`config.mk`:
```
export PLATFORM = sky130hd
export DESIGN_NAME = mem_dump_reader
export DESIGN_NICKNAME = d
export VERILOG_FILES = /design/src/rtl/mem_dump_reader.sv
export SDC_FILE = /design/constraint.sdc
export NUM_CORES = 2
export LEC_CHECK = 0
export BUFFER_PORTS_ARGS = -buffer_cell sky130_fd_sc_hd__buf_2
export CORE_AREA = 4 4 399 401
export CTS_CLUSTER_SIZE = 40
export DETAILED_ROUTE_END_ITERATION = 7
export DIE_AREA = 0 0 403 405
export GPL_TIMING_DRIVEN = 0
export PLACE_DENSITY_LB_ADDON = 0.2
export SYNTH_ARGS = -nofsm -noshare
export SYNTH_HDL_FRONTEND = slang
export SYNTH_SLANG_ARGS = --single-unit
export TNS_END_PERCENT = 50
```
`constraint.sdc`:
```
create_clock -name i_clk -period 12.2 [get_ports i_clk]
set_input_delay 2.44 -clock i_clk [delete_from_list [all_inputs] [get_ports i_clk]]
set_output_delay 2.44 -clock i_clk [all_outputs]
set_load 0.05 [all_outputs]
```
`src/rtl/mem_dump_reader.sv`:
```
// mem_dump_reader: snapshots the flattened data-memory debug bus on request
// and streams it out byte by byte (MSB-first within each word) over a
// valid/ready handshake toward the debug UART transmitter.
// Optional build macro: MEM_DUMP_CHECKSUM_EN appends an XOR checksum byte
// after the last data byte.
module mem_dump_reader #(
  parameter int IO_BUS_SIZE   = 32,
  parameter int MEM_ADDR_SIZE = 5,
  parameter int BYTE_SIZE     = 8
) (
  input  logic                                          i_clk,
  input  logic                                          i_reset,
  input  logic                                          i_start,
  input  logic [(2**MEM_ADDR_SIZE)*IO_BUS_SIZE-1:0]     i_bus_debug,
  input  logic                                          i_tx_ready,
  output logic [BYTE_SIZE-1:0]                          o_tx_data,
  output logic                                          o_tx_valid,
  output logic                                          o_busy,
  output logic                                          o_done
);

  localparam int WORDS   = 2**MEM_ADDR_SIZE;
  localparam int TOTAL_W = WORDS*IO_BUS_SIZE;
  localparam int BPW     = IO_BUS_SIZE/BYTE_SIZE;
  localparam int BIW     = (BPW > 1) ? $clog2(BPW) : 1;
  // One spare bit so the word counter never aliases back to zero.
  localparam int WIW     = MEM_ADDR_SIZE + 1;

  localparam logic [BIW-1:0] LAST_BYTE = BIW'(BPW-1);
  localparam logic [WIW-1:0] LAST_WORD = WIW'(WORDS-1);

  typedef enum logic [1:0] {IDLE, SEND, DONE} state_t;

  state_t               state;
  logic [TOTAL_W-1:0]   snap;
  logic [WIW-1:0]       word_idx;
  logic [BIW-1:0]       byte_idx;
  logic [WIW-1:0]       nxt_word;
  logic [BIW-1:0]       nxt_byte;
  logic                 last_data;
  logic                 xfer;
`ifdef MEM_DUMP_CHECKSUM_EN
  logic                 trailer;
  logic [BYTE_SIZE-1:0] xor_acc;
`endif

  // Byte b of word w, byte 0 being the most significant byte of the word.
  function automatic logic [BYTE_SIZE-1:0] pick(input logic [TOTAL_W-1:0] v,
                                                input logic [WIW-1:0]     w,
                                                input logic [BIW-1:0]     b);
    logic [TOTAL_W-1:0] s;
    s = v >> (int'(w)*IO_BUS_SIZE + IO_BUS_SIZE - (int'(b)+1)*BYTE_SIZE);
    return s[BYTE_SIZE-1:0];
  endfunction

  // Next byte/word position and end-of-data detection for the current byte.
  always_comb begin
    nxt_byte  = byte_idx + 1'b1;
    nxt_word  = word_idx;
    if (byte_idx == LAST_BYTE) begin
      nxt_byte = '0;
      nxt_word = word_idx + 1'b1;
    end
    last_data = (byte_idx == LAST_BYTE) && (word_idx == LAST_WORD);
    xfer      = o_tx_valid && i_tx_ready;
  end

  // Dump FSM; every output is registered so the byte on o_tx_data only
  // changes on an accepted transfer.
  always_ff @(posedge i_clk) begin
    if (i_reset) begin
      state      <= IDLE;
      snap       <= '0;
      word_idx   <= '0;
      byte_idx   <= '0;
      o_tx_data  <= '0;
      o_tx_valid <= 1'b0;
      o_busy     <= 1'b0;
      o_done     <= 1'b0;
`ifdef MEM_DUMP_CHECKSUM_EN
      trailer    <= 1'b0;
      xor_acc    <= '0;
`endif
    end else begin
      case (state)
        IDLE: begin
          o_done <= 1'b0;
          if (i_start) begin
            snap       <= i_bus_debug;
            word_idx   <= '0;
            byte_idx   <= '0;
            o_tx_data  <= pick(i_bus_debug, '0, '0);
            o_tx_valid <= 1'b1;
            o_busy     <= 1'b1;
            state      <= SEND;
`ifdef MEM_DUMP_CHECKSUM_EN
            trailer    <= 1'b0;
            xor_acc    <= '0;
`endif
          end
        end
        SEND: begin
          if (xfer) begin
`ifdef MEM_DUMP_CHECKSUM_EN
            if (trailer) begin
              trailer    <= 1'b0;
              o_tx_valid <= 1'b0;
              o_tx_data  <= '0;
              o_busy     <= 1'b0;
              o_done     <= 1'b1;
              state      <= DONE;
            end else if (last_data) begin
              // Checksum folds in the byte being accepted right now.
              trailer    <= 1'b1;
              xor_acc    <= xor_acc ^ o_tx_data;
              o_tx_data  <= xor_acc ^ o_tx_data;
            end else begin
              xor_acc    <= xor_acc ^ o_tx_data;
              byte_idx   <= nxt_byte;
              word_idx   <= nxt_word;
              o_tx_data  <= pick(snap, nxt_word, nxt_byte);
            end
`else
            if (last_data) begin
              o_tx_valid <= 1'b0;
              o_tx_data  <= '0;
              o_busy     <= 1'b0;
              o_done     <= 1'b1;
              state      <= DONE;
            end else begin
              byte_idx   <= nxt_byte;
              word_idx   <= nxt_word;
              o_tx_data  <= pick(snap, nxt_word, nxt_byte);
            end
`endif
          end
        end
        DONE: begin
          o_done <= 1'b0;
          state  <= IDLE;
        end
        default: state <= IDLE;
      endcase
    end
  end

endmodule

```
; Yosys cells after proc, flatten, opt, wreduce, memory -nomap -nowiden
; Cells that the tools add are included.
[word_totals]
register_bits = 1044
elab_cells = 58
[op_classes]
add_sub_neg = 5
eq_ne = 8
shifts = 1
n_mux = 25
n_reduce_logical = 12
[ops]
columns = cell, count
row1 = right shift 1024 x 32 -> 8 bit, 1
row2 = 2-to-1 mux 6 bit, 4
row3 = 2-to-1 mux 8 bit, 3
row4 = one-hot mux 8 bit (2 select lines), 1
row5 = 2-to-1 mux 2 bit, 7
row6 = subtractor 12 x 6 -> 13 bit, 1
row7 = "adder 11 x 6 -> 12 bit, second input constant", 1
row8 = one-hot mux 6 bit (2 select lines), 1
row9 = AND reduction 3 bit, 3
row10 = "inequality test 2 bit, second input constant", 4
row11 = one-hot mux 2 bit (2 select lines), 2
row12 = AND reduction 4 bit, 2
row13 = "adder 6 x 1 -> 6 bit, second input constant", 1
row14 = "== test 6 x 5 -> 1 bit, second input constant", 1
row15 = 2-to-1 mux 1 bit, 5
row16 = "== test 2 bit, second input constant", 2
row17 = one-hot mux 1 bit (2 select lines), 2
row18 = nonzero test 2 bit, 2
row19 = "adder 2 x 1 -> 3 bit, second input constant", 1
row20 = "adder 2 x 1 -> 2 bit, second input constant", 1
row21 = "== test 2 x 1 -> 1 bit, second input constant", 1
row22 = logical AND 1 bit, 2
row23 = zero test 2 bit, 1
row24 = AND reduction 2 bit, 1
row25 = OR reduction 2 bit, 1

; Longest topological paths before layout
[depth]
word_depth = 8
ltp_mapped = 21
mapped_depth_nobuf = 14

; Least setup slack after synthesis
; No wires, ideal clock.
[synth_timing]
path_type = register to register
from = register byte_idx[1]
to = register o_tx_data[1]
arrival_time_ns = 4.236
slack_ns = 7.861
stages_incl_launch_ff = 21
path_buffers = 6
period_less_slack_ns = 4.339
cell_sequence = dfxtp_1 -> ha_1 -> buf_6 -> buf_6 -> xor2_1 -> inv_1 -> clkbuf_1 -> clkbuf_1 -> ha_1 -> inv_1 -> ha_1 -> and3b_1 -> or2_2 -> clkbuf_1 -> xor2_2 -> buf_2 -> nand2_1 -> o221ai_1 -> o311ai_0 -> a31o_1 -> a2111oi_2
[synth_between]
elab_chain_cells = 8
word_cells_on_any_way = 12
classes_between = add/sub (4) / eq/ne (1) / shift (1) / mux (5) / reduce/logical (1)
[synth_lines]
columns = element, line
row1 = "start, declared", 37  ; logic [BIW-1:0] byte_idx;
row2 = "start signal, assigned", 131  ; byte_idx <= nxt_byte;
row3 = == test 2 bit or adder 2 x 1 -> 2 bit (tied branches), "60, 64, 58"
row4 = 2-to-1 mux 6 bit or 2-to-1 mux 2 bit (tied branches), 60  ; if (byte_idx == LAST_BYTE) begin
row5 = adder 11 x 6 -> 12 bit or adder 2 x 1 -> 3 bit (tied branches), 52  ; s = v >> (int'(w)*IO_BUS_SIZE + IO_BUS_SIZE - (int'(b)+1)*BYTE_SIZE);
row6 = subtractor 12 x 6 -> 13 bit, 52
row7 = right shift 1024 x 32 -> 8 bit, 52
row8 = 2-to-1 mux 8 bit *, 124  ; if (last_data) begin
row9 = 2-to-1 mux 8 bit *, 103  ; if (xfer) begin
row10 = one-hot mux 8 bit (2 select lines) *, 85  ; case (state)
row11 = "end signal, assigned", 92  ; o_tx_data <= pick(i_bus_debug, '0, '0);
row12 = "end signal, assigned", 133  ; o_tx_data <= pick(snap, nxt_word, nxt_byte);
row13 = "end, declared", 16  ; output logic [BYTE_SIZE-1:0] o_tx_data,
; Every way passes the cells marked *; elsewhere a longest branch is shown, timed or not. The select of a mux whose other input is x is not followed.
; A chain may end at the register's enable or synchronous reset.

; Worst setup path in the final report
[layout_timing]
from = register byte_idx[0]
to = register o_tx_data[3]
; Same word-level chain as after synthesis.

==> reports/results.txt <==
Req. time, crit path -> 12.85 ns
Vias per cell -> 5.17
Area growth from synthesis to layout -> 25.6%
Syn Nets -> 6660
Nets -> 7815
Layout cell share with drive strength beyond 1 -> 22.7%
Max Freq -> 0.123 GHz
RSZ-0062 raised after global routing -> false
Static leakage -> 22.5 nW
Crit path DAT -> 8.81 ns
Wire per inst -> 27.9 µm
Top-level I/O count -> 1039
Pwr dens -> 149 nW/µm²
Worst skew pair latency -> 0.74 ns
Critical-path maximum fanout -> 11
First drt pass iteration count -> 8
DR iter-0 viols -> 4118
CTS tree -> yes
Power Total -> 8.51 mW
Chip Height -> 405 µm
Die Wd -> 403 µm
Rel. slew slack -> 1.06%
CTS Hold Bufs -> 0
Slew @ Worst Pin -> 1.48 ns
Initial antenna violation count -> 46
Sw Ratio -> 28.7%
Row count -> 145
DRC -> 0
Clock power share -> 41.4%
Vias in the first global route -> 45500
EDFF count, synth -> 0
Total GRT Usage -> 29.3%
Setup bufs post-CTS -> 0
Clock Skews -> 0.0394 ns
Post-detail-place hpwl -> 201000 µm
Share of total power in combinational logic -> 14.6%
Synth Area per Inst -> 8.08 µm²
Mapped cell area -> 45400 µm²
Die area -> 163000 µm²
Final period utilization -> 66.8%
Outcome -> finished, final reports clean
Fin Setup TNS -> 0 ns
Netlist cell types -> 78
Primary FF master, synth -> dfxtp_1
Ys async rst share -> 0%
Antenna viol nets, final -> 0
Num CTS Buffers -> 114
Total core area -> 156000 µm²
Fin crit period -> 8.16 ns
CTS Buffer Depth -> 3
Largest net degree at the start of global routing -> 16
Most frequent cells in the layout -> 2215 x nand2_1, 1162 x a21oi_1, 1086 x buf_2
Clock Tree Root -> clkbuf_16
Final setup fails -> 0
Initial core utilization -> 29.2%
FF+latch count, synth -> 1044
Clk sinks -> 1044
Post-Syn Instances -> 5622
I/O Buffers -> 1037
Total global routing overflow -> 0
Hold Violations, Final -> 0
YS warnings -> 0
CTS HTree Levels -> 3
Final Max Slew Viols -> 0
Cell Int Power -> 6.07 mW
Final WL -> 249000 µm
Min Hold Slack -> 0.452 ns
Flop pwr share -> 44.1%
Worst-path clk slew -> 0.07 ns
CP Capture Type -> register
CTS-repair resized insts -> 0
Critical path class -> reg2reg
Most common cell after layout, fill and taps aside -> nand2_1
Fraction of the yosys area taken by sequential cells -> 46.0%
Max-Cap Viols -> 0
Worst hold path class -> reg2reg
Vias -> 46300
Critical Path Source Type -> register
Psw -> 2.44 mW
Global-route wire length before repair -> 339000 µm
Placer Congestion -> 0.912
Peak supply drop -> 0.000121 V
cells in the mapped netlist (5+ instances only):
| cell type | number | area share (%) |
|---|---|---|
| a21o_1 | 6 | 0.099 |
| a21oi_1 | 1162 | 13 |
| o311ai_0 | 8 | 0.15 |
| buf_4 | 13 | 0.21 |
| clkbuf_1 | 384 | 3.2 |
| a22o_1 | 6 | 0.12 |
| nand2b_1 | 7 | 0.096 |
| ha_1 | 10 | 0.28 |
| buf_6 | 8 | 0.20 |
| or3_1 | 5 | 0.069 |
| nor3_1 | 28 | 0.31 |
| o211ai_1 | 19 | 0.31 |
| mux2_2 | 24 | 0.59 |
| a22oi_1 | 39 | 0.64 |
| inv_1 | 5 | 0.041 |
| nor2_1 | 69 | 0.57 |
| buf_1 | 31 | 0.26 |
| buf_2 | 46 | 0.51 |
| a31oi_1 | 11 | 0.15 |
| mux4_2 | 206 | 10 |
| o2111ai_1 | 5 | 0.096 |
| o221ai_1 | 20 | 0.39 |
| o22ai_1 | 38 | 0.52 |
| nand2_1 | 2215 | 18 |
| o21ai_0 | 22 | 0.24 |
| dfxtp_1 | 1044 | 46 |
| nand3_1 | 35 | 0.39 |
| a311oi_1 | 15 | 0.29 |
| a221oi_1 | 8 | 0.15 |
| mux2i_1 | 50 | 1.1 |
state kept, by name, indices dropped and copies added (netlist names):
name       cells
state          2
o_tx_data      8
byte_idx       2
o_done         1
o_busy         1
word_idx       6
snap        1024
cell families (layout without fill, tap and decap cells):
family | Yosys count | after routing | share of synthesized area [%]
simple gates | 2388 | 2388 | 20.2
mux | 282 | 282 | 12.0
xor+xnor | 12 | 12 | 0.355
fa+ha+maj | 11 | 11 | 0.300
flops | 1044 | 1044 | 46.0
compound gates | 1394 | 1394 | 16.7
other cells | 0 | 18 | 0
buf+inv | 491 | 1737 | 4.42
power by group through the flow:
stage          Clock, mW  Combinational, mW  Sequential (mW)
2_1_floorplan          0              0.625             3.77
3_3_place_gp           0               1.23             3.81
3_5_place_dp           0               1.24             3.82
4_1_cts             3.56               1.24             3.75
5_1_grt             3.69               1.33             3.77
6_report            3.52               1.24             3.75
worst paths after layout:
kind                             from                         to  slack (ns)  depth (start not counted)
min            snap[961]$_SDFFE_PP0P_     snap[961]$_SDFFE_PP0P_        0.45                          2
max          byte_idx[0]$_SDFFE_PP0P_  o_tx_data[3]$_SDFFE_PP0P_        4.04                         16
min reg2reg    snap[961]$_SDFFE_PP0P_     snap[961]$_SDFFE_PP0P_        0.45                          2
max reg2reg  byte_idx[0]$_SDFFE_PP0P_  o_tx_data[3]$_SDFFE_PP0P_        4.04                         16
worst max-delay path: stages, from the launching register on:
cell and delay (ns):
dfxtp_1 0.35, buf_6 0.19, clkbuf_1 0.84, clkbuf_1 0.74, inv_1 0.16, clkbuf_1 0.48
ha_1 0.47, buf_2 0.35, buf_2 0.64, buf_2 0.58, buf_1 1.11, mux4_2 0.51
nor2_1 0.06, o311ai_0 0.75, o2111ai_1 0.20, a21o_1 0.30, a311oi_1 0.27
per-stage QoR:
stage	area [µm²]	instances	worst slack [ns]	util, %
floorplan	45400	5622	7.86	-
global placement	53200	8717	3.43	34.2
detailed placement	53200	8719	4.00	34.2
CTS	57000	8926	3.99	36.6
global route	57100	8938	3.83	36.7
finish	57100	8944	4.04	36.7
routing by layer:
metal | vias up | routed length, µm | track usage (%)
met1 | 22400 | 99200 | 35.6
met5 | - | 152 | 0
li1 | 21400 | - | -
met3 | 445 | 16800 | 5.12
met4 | 24 | 12500 | 13.0
met2 | 1925 | 121000 | 50.8
final cells by class:
cell class / count / area, µm²
Multi-Input combinational cell: 4087 / 22500
Clock buffer: 176 / 3450
Fill cell: 16700 / 98600
Sequential cell: 1044 / 20900
Buffer: 482 / 1990
Timing Repair Buffer: 1039 / 5230
Inverter: 9 / 33.8
Clock inverter: 31 / 330
Antenna cell: 18 / 45.0
Tap cell: 2058 / 2570
(Power assumes the default switching activity.)
